$ cat src/rtl/wb_mem_arbiter_pkg.sv
// Shared definitions for the two-master memory arbiter: state encoding,
// grant indices and the default watchdog period.
package wb_mem_arbiter_pkg;

    typedef enum logic [1:0] {
        IDLE   = 2'b00,
        GRANT0 = 2'b01,
        GRANT1 = 2'b10
    } arb_state_t;

    localparam logic GRANT_IDX_M0 = 1'b0;
    localparam logic GRANT_IDX_M1 = 1'b1;

    localparam int DEFAULT_TIMEOUT_CYCLES = 1024;

endpackage

$ cat src/rtl/wb_arb_watchdog.sv
// Stall watchdog for wb_mem_arbiter: revokes a grant whose strobe goes unacked
// for TIMEOUT_CYCLES and keeps that master out until it drops cyc.
module wb_arb_watchdog #(
    parameter int TIMEOUT_CYCLES = 1024,
    parameter int TIMEOUT_WIDTH  = 11
) (
    input  logic       clk,
    input  logic       rst,
    input  logic [1:0] grant,
    input  logic       m0_cyc,
    input  logic       m0_stb,
    input  logic       m1_cyc,
    input  logic       m1_stb,
    input  logic       s_ack,
    output logic       revoke,
    output logic       timeout,
    output logic [1:0] blocked
);

    logic [TIMEOUT_WIDTH-1:0] stall_cnt;
    logic                     stall;

    assign stall  = ((grant[0] & m0_stb) | (grant[1] & m1_stb)) & ~s_ack;
    // Revoke on the edge where the stall count would reach TIMEOUT_CYCLES.
    assign revoke = stall && (stall_cnt == TIMEOUT_WIDTH'(TIMEOUT_CYCLES - 1));

    always_ff @(posedge clk) begin
        if (rst) begin
            stall_cnt <= '0;
            timeout   <= 1'b0;
            blocked   <= 2'b00;
        end else begin
            timeout <= revoke;

            if ((grant == 2'b00) || s_ack || revoke) begin
                stall_cnt <= '0;
            end else if (stall) begin
                stall_cnt <= stall_cnt + TIMEOUT_WIDTH'(1);
            end

            if (revoke && grant[0]) begin
                blocked[0] <= 1'b1;
            end else if (!m0_cyc) begin
                blocked[0] <= 1'b0;
            end

            if (revoke && grant[1]) begin
                blocked[1] <= 1'b1;
            end else if (!m1_cyc) begin
                blocked[1] <= 1'b0;
            end
        end
    end

endmodule

$ cat src/rtl/wb_mem_arbiter.sv
// Two-master Wishbone arbiter in front of the memory controller (camera writer, host reader).
// Define WB_ARB_TIMEOUT_EN to add the hung-grant watchdog (wb_arb_watchdog).
module wb_mem_arbiter
    import wb_mem_arbiter_pkg::*;
#(
    parameter int TIMEOUT_CYCLES = DEFAULT_TIMEOUT_CYCLES,
    parameter int TIMEOUT_WIDTH  = 11
) (
    input  logic        clk,
    input  logic        rst,
    input  logic        m0_i_we,
    input  logic        m0_i_stb,
    input  logic        m0_i_cyc,
    input  logic [3:0]  m0_i_sel,
    input  logic [31:0] m0_i_adr,
    input  logic [31:0] m0_i_dat,
    output logic [31:0] m0_o_dat,
    output logic        m0_o_ack,
    output logic        m0_o_int,
    input  logic        m1_i_we,
    input  logic        m1_i_stb,
    input  logic        m1_i_cyc,
    input  logic [3:0]  m1_i_sel,
    input  logic [31:0] m1_i_adr,
    input  logic [31:0] m1_i_dat,
    output logic [31:0] m1_o_dat,
    output logic        m1_o_ack,
    output logic        m1_o_int,
    output logic        s_o_we,
    output logic        s_o_stb,
    output logic        s_o_cyc,
    output logic [3:0]  s_o_sel,
    output logic [31:0] s_o_adr,
    output logic [31:0] s_o_dat,
    input  logic [31:0] s_i_dat,
    input  logic        s_i_ack,
    input  logic        s_i_int,
    output logic [1:0]  o_grant,
    output logic        o_timeout
);

    arb_state_t state;
    arb_state_t next_state;
    logic       r_last;
    logic       revoke;
    logic [1:0] blocked;
    logic       req0;
    logic       req1;

    if ((TIMEOUT_WIDTH < 1) || (TIMEOUT_WIDTH > 30) || ((1 << TIMEOUT_WIDTH) <= TIMEOUT_CYCLES)) begin : g_cfg_check
        $error("wb_mem_arbiter: TIMEOUT_WIDTH too narrow for TIMEOUT_CYCLES");
    end

`ifdef WB_ARB_TIMEOUT_EN
    wb_arb_watchdog #(
        .TIMEOUT_CYCLES(TIMEOUT_CYCLES),
        .TIMEOUT_WIDTH (TIMEOUT_WIDTH)
    ) u_watchdog (
        .clk    (clk),
        .rst    (rst),
        .grant  (o_grant),
        .m0_cyc (m0_i_cyc),
        .m0_stb (m0_i_stb),
        .m1_cyc (m1_i_cyc),
        .m1_stb (m1_i_stb),
        .s_ack  (s_i_ack),
        .revoke (revoke),
        .timeout(o_timeout),
        .blocked(blocked)
    );
`else
    assign revoke    = 1'b0;
    assign blocked   = 2'b00;
    assign o_timeout = 1'b0;
`endif

    assign req0 = m0_i_cyc & ~blocked[0];
    assign req1 = m1_i_cyc & ~blocked[1];

    always_ff @(posedge clk) begin
        if (rst) begin
            state  <= IDLE;
            r_last <= GRANT_IDX_M1;
        end else begin
            state <= next_state;
            if (state == IDLE && next_state == GRANT0) begin
                r_last <= GRANT_IDX_M0;
            end else if (state == IDLE && next_state == GRANT1) begin
                r_last <= GRANT_IDX_M1;
            end
        end
    end

    // Grants always return through IDLE, so there is one dead cycle between owners.
    always_comb begin
        next_state = state;
        case (state)
            IDLE: begin
                if (req0 && req1) begin
                    next_state = (r_last == GRANT_IDX_M1) ? GRANT0 : GRANT1;
                end else if (req0) begin
                    next_state = GRANT0;
                end else if (req1) begin
                    next_state = GRANT1;
                end
            end
            GRANT0: if (!m0_i_cyc || revoke) next_state = IDLE;
            GRANT1: if (!m1_i_cyc || revoke) next_state = IDLE;
            default: next_state = IDLE;
        endcase
    end

    always_comb begin
        s_o_we   = 1'b0;
        s_o_stb  = 1'b0;
        s_o_cyc  = 1'b0;
        s_o_sel  = 4'h0;
        s_o_adr  = 32'h0;
        s_o_dat  = 32'h0;
        m0_o_ack = 1'b0;
        m1_o_ack = 1'b0;
        case (state)
            GRANT0: begin
                s_o_we   = m0_i_we;
                s_o_stb  = m0_i_stb;
                s_o_cyc  = m0_i_cyc;
                s_o_sel  = m0_i_sel;
                s_o_adr  = m0_i_adr;
                s_o_dat  = m0_i_dat;
                m0_o_ack = s_i_ack;
            end
            GRANT1: begin
                s_o_we   = m1_i_we;
                s_o_stb  = m1_i_stb;
                s_o_cyc  = m1_i_cyc;
                s_o_sel  = m1_i_sel;
                s_o_adr  = m1_i_adr;
                s_o_dat  = m1_i_dat;
                m1_o_ack = s_i_ack;
            end
            default: ;
        endcase
    end

    assign o_grant  = state;
    assign m0_o_dat = s_i_dat;
    assign m1_o_dat = s_i_dat;
    assign m0_o_int = s_i_int;
    assign m1_o_int = s_i_int;

endmodule

$ cat config.mk
export PLATFORM = sky130hd
export DESIGN_NAME = wb_mem_arbiter
export DESIGN_NICKNAME = d
export VERILOG_FILES = /design/src/rtl/wb_mem_arbiter_pkg.sv /design/src/rtl/wb_arb_watchdog.sv /design/src/rtl/wb_mem_arbiter.sv
export SDC_FILE = /design/constraint.sdc
export NUM_CORES = 1
export LEC_CHECK = 0
export ABC_AREA = 1
export BUFFER_PORTS_ARGS = -buffer_cell sky130_fd_sc_hd__buf_2
export CORE_AREA = 2 2 125 127
export CTS_BUF_LIST = sky130_fd_sc_hd__clkbuf_2
export CTS_CLUSTER_DIAMETER = 30
export DETAILED_ROUTE_END_ITERATION = 8
export DIE_AREA = 0 0 127 129
export PLACE_DENSITY = 0.51
export SYNTH_ARGS = -nofsm -noshare
export SYNTH_HDL_FRONTEND = slang
export SYNTH_SLANG_ARGS = --single-unit
$ cat constraint.sdc
create_clock -name clk -period 1.5 [get_ports clk]
set_input_delay 0.15 -clock clk [delete_from_list [all_inputs] [get_ports clk]]
set_output_delay 0.15 -clock clk [all_outputs]
set_load 0.02 [all_outputs]
**Yosys cells after proc, flatten, opt, wreduce, memory -nomap -nowiden**

Index checks and enable logic that the tools add are counted.
W data, S select, Z words.

- Register bits after elaboration: 3
- Bits of input ports: 178
- Logic and storage cells: 28
- Output and inout bits: 142

- Multiplexer cells: 17
- Reduce and logical (&&, ||, !) cells: 5
- Equal/unequal tests: 4

Operators by type and width:

| operator | count |
|---|---|
| $pmux W32 S2 | 2 |
| $mux W2 | 6 |
| $pmux W4 S2 | 1 |
| $pmux W1 S2 | 3 |
| $pmux W2 S3 | 1 |
| $eq A2 B1 Y1 const B | 2 |
| $eq A2 B2 Y1 const B | 2 |
| $mux W1 | 4 |
| $logic_and A1 B1 Y1 | 3 |
| $logic_not A2 Y1 | 1 |
| $reduce_bool A2 Y1 | 1 |

**Longest topological paths before layout**

Gate-level depths: netlist of the first run.

- Depth after elaboration: 8
- Depth in mapped cells: 12
- Mapped depth without buffers: 11

**Worst setup path after synthesis of the first run**

OpenSTA, ideal clock, no wires.

- Path kind: register to output
- Start point: register state[0], in the netlist o_grant[0]
- End point: output port s_o_adr[0]
- Path slack: -0.141 ns
- Arrival time: 1.491 ns
- Data required time: 1.350 ns
- Path buffers: 1
- Cell stages (with the launch flop): 6
- Path through: dfxtp_1 -> inv_1 -> ha_1 -> inv_2 -> clkbuf_1 -> a21oi_1

- Word-level cells in the longest chain between the ends: 2
- Elaborated cells on any way between the ends: 3
- Those cells by class: eq/ne: 2; mux: 1

RTL lines:

| item | RTL line | RTL |
|---|---|---|
| from (decl) | wb_mem_arbiter.sv:42 | `arb_state_t state;` |
| from (signal assigned) | wb_mem_arbiter.sv:85 | `state <= next_state;` |
| $eq A2 B2 Y1 / $eq A2 B1 Y1 (equally long branches) | wb_mem_arbiter.sv:122 | `case (state)` |
| $pmux W32 S2 (*) | wb_mem_arbiter.sv:122 |  |
| to (decl) | wb_mem_arbiter.sv:33 | `output logic [31:0] s_o_adr,` |

Mark *: on every way between the ends. The rest lies on a longest branch, timed or not.

**Worst setup path in the final report of the first run**

- Start point: register state[0], in the netlist o_grant[0]
- End point: output port s_o_adr[20]

The elaborated chain is that of the path after synthesis.

==> reports/qor.yml, run 1 <==
path_clk_slew_ps: 40
num_antenna_cells: 0
finalMaxSlewViolations: 0
drv_cap: 0
end_kind: "output port"
worstReg2RegEnd: "r_last"
syn_nets: 525
antenna_found_initial: 0
gp_routability_congestion: 0.7857
clock.fmax_mhz: 605.2
via_count: 2826
detail-route-antenna-nets: 0
post_drt_wl_per_cell_um: 16.16
cp-endpoint: "s_o_adr[20]"
die_area_um2: 16380
rows: 45
dpl.cell_count: 668
criticalPathCategory: "flop to output port"
grt_usage: 0.1022
die_w_um: 127
cts_tree: "built"
timing.rr.start: "o_grant[0]"
crit_path_start_kind: "flop"
grt_overflow: 0
hold_class: "input port to flop"
area_growth_syn_to_layout_pct: 133.5
reg2reg_slack_ps: 10
setup-violations-final: 71
cts_sinks: 3
core-area_um2: 14980
fin_ws_ps: -152.4
crit_fanout: 5
layout-drive-gt1-share: 0.7456
drcViolationCount: 0
synth_warnings: 0
crit_start: "o_grant[0]"
cp.required_ps: 1350
synth-seq-cells: 3
setup_tns_ps: -6955
max-vdd-ir-drop_mv: 0.4466
hold_viol: 0
portBuffers: 219
syn_avg_cell_area_um2: 5.103
fin_nets: 694
initial_core_util: 0.1169
hpwl_um: 5977
root_buffer: "clkbuf_2"
die_h_um: 129
cp.arrival_ps: 1500
cts_inserted_buffers: 3
drt-vias-per-instance: 4.043
power.density_nw_per_um2: 496.8
min_period_over_period: 1.102
hold_buffers: 0
clk_path_buf_depth: 2
reg2reg_depth: 13
clk_latency_ps: 210
wirelength_um: 11300
p_leak_nw: 1.920
clock_skew_ps: 3.166
grt_pass1_vias: 2501
status: "complete, but fails checks"
ios: 320
violations: "negative setup slack"
dr.first_iter.drc_count: 151
htreeDepth: 1
grt_max_degree: 20
synth-seq-area-share: 0.03431
grt_setup_unrepaired: "yes"
fin_cells: 699
ys_types: 16
drtPass1Iterations: 4
finalCriticalPeriod_ps: 1652
grt_pass1_wl_um: 13200
synth_cells: 343
netlist_area_um2: 1750
-- registers in the layout (all words and copies together) (netlist names) --
name     cells
o_grant      2
r_last       1
-- cell usage after synthesis --
| cell | n | share of area |
|---|---|---|
| and2_1 | 1 | 0.0036 |
| buf_4 | 69 | 0.30 |
| clkbuf_1 | 7 | 0.015 |
| ha_1 | 4 | 0.029 |
| a21oi_1 | 72 | 0.21 |
| dfxtp_1 | 3 | 0.034 |
| inv_2 | 1 | 0.0021 |
| nand4_1 | 1 | 0.0036 |
| nand3_1 | 1 | 0.0029 |
| nand2_1 | 155 | 0.33 |
| nor2_1 | 4 | 0.0086 |
| inv_1 | 7 | 0.015 |
| buf_2 | 14 | 0.040 |
| o21ai_1 | 1 | 0.0029 |
| conb_1 | 1 | 0.0021 |
| nand2_2 | 2 | 0.0071 |
-- area by class of cell --
type,instances,area [um2]
Inverter,8,42.54
Sequential cell,3,67.56
Multi-Input combinational cell,242,1619
Fill cell,1644,10890
Timing Repair Buffer,254,2102
Clock buffer,4,20.02
Tap cell,188,235.2
-- power by group --
| group | switching (mW) | internal, mW |
|---|---|---|
| Sequential | 0.0123 | 0.0905 |
| Clock | 0.0444 | 0.0704 |
| Combinational | 0.948 | 0.865 |
-- cell families after synthesis --
kind of cell,share of synthesized area
AND/OR/NAND/NOR,0.3581
buffers and inverters,0.3681
adder cells (fa/ha/maj),0.02859
AO/OA/AOI/OAI,0.2087
other,0.002142
flip-flops,0.03431
-- routing by layer --
layer / vias up / wire [um] / global-route usage
li1: 1353 / - / -
met3: 43 / 754 / 0.01622
met1: 1270 / 4305 / 0.1185
met2: 160 / 5851 / 0.1879
met5: - / 0 / 0
met4: 0 / 386 / 0.04072
-- cells in the final DEF (no fill, tap or decap) --
cell type  netlist  final
a21oi_1         72      9
a21oi_2          0     59
a21oi_4          0      4
and2_1           1      1
buf_12           0      8
buf_16           0     10
buf_2           14    146
buf_4           69     53
buf_6            0     26
buf_8            0      3
clkbuf_16        0      8
clkbuf_2         0      4
conb_1           1      1
dfxtp_1          3      1
dfxtp_4          0      2
ha_1             4      1
ha_4             0      3
inv_1            7      4
inv_2            1      1
inv_4            0      2
inv_8            0      1
nand2_1        155    107
nand2_2          2     21
nand2_4          0     29
nand3_1          1      1
nand4_1          1      1
nor2_1           4      4
o21ai_2          0      1
-- stage by stage --
step	hold slack [ps]	cell area, um2	util	setup WS [ps]	total power, mW
final	108.2	4086	0.2728	-152.4	2.030
after global routing	101.2	4086	0.2728	-202.1	2.165
after CTS	98.49	3337	0.2228	-134.7	1.664
after detailed placement	300.2	2608	0.1741	2.659	1.047
after global placement	300.2	2608	0.1741	-2.085	1.048
after floorplan	222.4	1750	-	-140.6	0.8676
-- repair_timing --
action / CTS / global route
endpoints found under the hold margin: 0 / 0
pin swaps: 5 / 58
gates cloned: 10 / 10
setup buffers: 7 / 1
setup endpoints to repair: 73 / 75
gates resized for setup: 130 / 147
-- worst max-delay path, cell delays in order (launching register included) --
cell and delay [ps]:
dfxtp_4 360, inv_4 70, ha_4 190, buf_6 160, clkbuf_16 170, nand2_4 50
a21oi_2 140, buf_4 160
-- how the worst min path moves through the flow --
stage | slack (ps) | startpoint | depth (start not counted) | end
4_1_cts | 100 | rst | 2 | o_grant[0]
3_3_place_gp | 300 | s_i_dat[12] | 0 | m0_o_dat[12]
5_1_grt | 100 | rst | 2 | o_grant[0]
2_1_floorplan | 220 | rst | 1 | o_grant[0]
6_report | 110 | rst | 2 | o_grant[0]
3_5_place_dp | 300 | s_i_dat[12] | 0 | m0_o_dat[12]
Note: power is estimated with default switching activity, not from simulation.
==> run 2: changes to the inputs <==
--- a/config.mk
+++ b/config.mk
@@ -6,13 +6,13 @@
 export NUM_CORES = 1
 export LEC_CHECK = 0
 export ABC_AREA = 1
-export BUFFER_PORTS_ARGS = -buffer_cell sky130_fd_sc_hd__buf_2
-export CORE_AREA = 2 2 125 127
+export CORE_AREA = 2 2 124 126
 export CTS_BUF_LIST = sky130_fd_sc_hd__clkbuf_2
 export CTS_CLUSTER_DIAMETER = 30
 export DETAILED_ROUTE_END_ITERATION = 8
-export DIE_AREA = 0 0 127 129
-export PLACE_DENSITY = 0.51
+export DIE_AREA = 0 0 126 128
+export DONT_BUFFER_PORTS = 1
+export PLACE_DENSITY = 0.33
 export SYNTH_ARGS = -nofsm -noshare
 export SYNTH_HDL_FRONTEND = slang
 export SYNTH_SLANG_ARGS = --single-unit
==> run 2 against run 1 <==
  * The run still ends with negative setup slack left
  * First-iteration DRC count shrank 28%
  * Critical endpoint is now s_o_dat[19]
  * Combinational power shrank 12%
  * Routed wire length is 16% lower
  * Final cell count is 20% lower
  * Non-clock buffer count fell by 139
  * Largest power group unchanged
  * Critical path depth did not move
  * Register-to-register slack hardly changed
  * Via count decreased by 18%
==> reports/qor.yml, run 2 (synthesized netlist as in run 1, its figures left out) <==
num_antenna_cells: 0  # unchanged
p_total_mw: 1.806  # -11%
path_common_cell: "buf_4"
regArea_um2: 67.56  # unchanged
final_area_um2: 3229  # -21%
dpl_worst_slack_ps: -25.86  # -28.52 ps
drv_cap: 0  # unchanged
grt_setup_unrepaired: "yes"
fin_nets: 555  # -20%
grt_pass1_wl_um: 11250  # -15%
internal_power_mw: 0.9082  # -11%
hold_path_startpoint: "rst"
ios: 320  # unchanged
grt_usage: 0.08973  # -0.01243
wirelength_um: 9487  # -16%
largest_reg_flops: 2  # unchanged
path_clk_slew_ps: 40  # about the same
clk_latency_ps: 210  # about the same
clock.fmax_mhz: 575.3  # -4.9%
die_area_um2: 16130  # -1.6%
clk_path_buf_depth: 2  # unchanged
finalCriticalPeriod_ps: 1738  # +85.84 ps
end_kind: "output port"
layout-drive-gt1-share: 0.5753  # -0.1703
min_period_over_period: 1.159  # +0.05723
die_w_um: 126  # -0.79%
root_buffer: "clkbuf_2"
fill_cells: 1678  # +2.1%
mostFrequentLayoutCells: "nand2_1, buf_4, a21oi_2"
clock_skew_ps: 1.966  # -1.200 ps
cts_sinks: 3  # unchanged
antenna_found_initial: 0  # unchanged
multi_input_area_um2: 1498  # -7.5%
reg2reg_depth: 14  # +1
core-area_um2: 14860  # -0.75%
crit_fanout: 10  # +5
p_leak_nw: 1.263  # -34%
cts_tree: "built"
place_area_um2: 2074  # -20%
hold_depth: 2  # unchanged
timing.rr.start: "o_grant[0]"
pwr-share-comb: 0.883  # -0.010
crit_chain: "inv_4, buf_4, ha_4, inv_8, clkbuf_16, a21oi_1, buf_4"
power.density_nw_per_um2: 559.3  # +13%
cp_top_family: "buffers and inverters"
power.clock.fraction: 0.062  # +0.005
drt-vias-per-instance: 4.154  # +2.7%
htreeDepth: 1  # unchanged
post_drt_wl_per_cell_um: 16.94  # +4.8%
detail-route-antenna-nets: 0  # unchanged
hpwl_um: 5216  # -13%
drcViolationCount: 0  # unchanged
crit_start: "o_grant[0]"
sequentialPowerShare: 0.055  # +0.004
cp_num_buf_inv: 5  # +1
status: "complete, but fails checks"
portBuffers: 0  # -100%
gp_routability_congestion: 0.6736  # -14%
grt_max_degree: 35  # +75%
final_common_cell: "nand2_1"
fin_ws_ps: -238.2  # -85.84 ps
max-vdd-ir-drop_mv: 0.2976  # -33%
critPathMaxStageDelay_ps: 350  # about the same
hold_class: "input port to flop"
drtPass1Iterations: 4  # unchanged
finalMaxSlewViolations: 0  # unchanged
cp.required_ps: 1350  # about the same
violations: "negative setup slack"
rows: 45  # unchanged
slowest_stage: "dfxtp_4"
die_h_um: 128  # -0.78%
grt_overflow: 0  # unchanged
sw_frac_of_total: 0.4972  # +0.002543
initial_core_util: 0.1178  # +0.0008854
cts_inserted_buffers: 3  # unchanged
cp.arrival_ps: 1590  # +90 ps
via_count: 2326  # -18%
p_switching_mw: 0.8982  # -11%
hold_viol: 0  # unchanged
dr.first_iter.drc_count: 109  # -28%
area_growth_syn_to_layout_pct: 84.49
criticalPathCategory: "flop to output port"
cp.depth: 7  # unchanged
crit_path_start_kind: "flop"
grt_pass1_vias: 2002  # -20%
setup-violations-final: 72  # +1.4%
run 2: timing repair:
item                                    4_1_cts  5_1_grt
hold endpoints to repair                      1        0
endpoints found under the setup margin       73       75
cloned                                        9        9
pin swaps                                    13       18
hold buffers                                  1        0
gates resized for setup                      69       93
buffers inserted                             13        4
run 2: power groups by stage:
stage | logic [mW] | clock network, mW | registers [mW]
floorplan | 0.762 | 0 | 0.106
detailed placement | 0.831 | 0 | 0.0986
global route | 1.68 | 0.129 | 0.0997
CTS | 1.26 | 0.119 | 0.0981
global placement | 0.809 | 0 | 0.0991
finish | 1.59 | 0.113 | 0.0986
run 2: final cells by class:
cell class / instances / share of cell area
clock buffer: 4 / 0.006199
inverter: 8 / 0.01317
multi-input combinational: 242 / 0.4638
sequential: 3 / 0.02092
tap: 188 / 0.07284
timing repair buffer: 115 / 0.4231
run 2: worst paths after layout:
check	endpoint	slack (ps)
setup / recovery	s_o_dat[19]	-240
hold reg to reg	r_last	540
setup reg to reg	r_last	20
hold / removal	o_grant[1]	160
run 2: metrics by stage:
| stage | instances | utilization | setup TNS [ps] | hold WS [ps] |
|---|---|---|---|---|
| global route | 560 | 0.2173 | -18180 | 156.3 |
| floorplan | 343 | - | -9868 | 222.4 |
| CTS | 551 | 0.1846 | -13280 | 151.2 |
| detailed placement | 524 | 0.1396 | -62.99 | 222.8 |
| global placement | 524 | 0.1396 | 0 | 225.1 |
| finish | 560 | 0.2173 | -12830 | 161.5 |
run 2: metal layers:
layer  up-vias  part of all wire  GRT usage
met2       155              0.50     0.1607
met4         0             0.024    0.02586
met3        26             0.093    0.02671
met5         -                 0          0
li1       1077                 -          -
met1      1068              0.38     0.1034
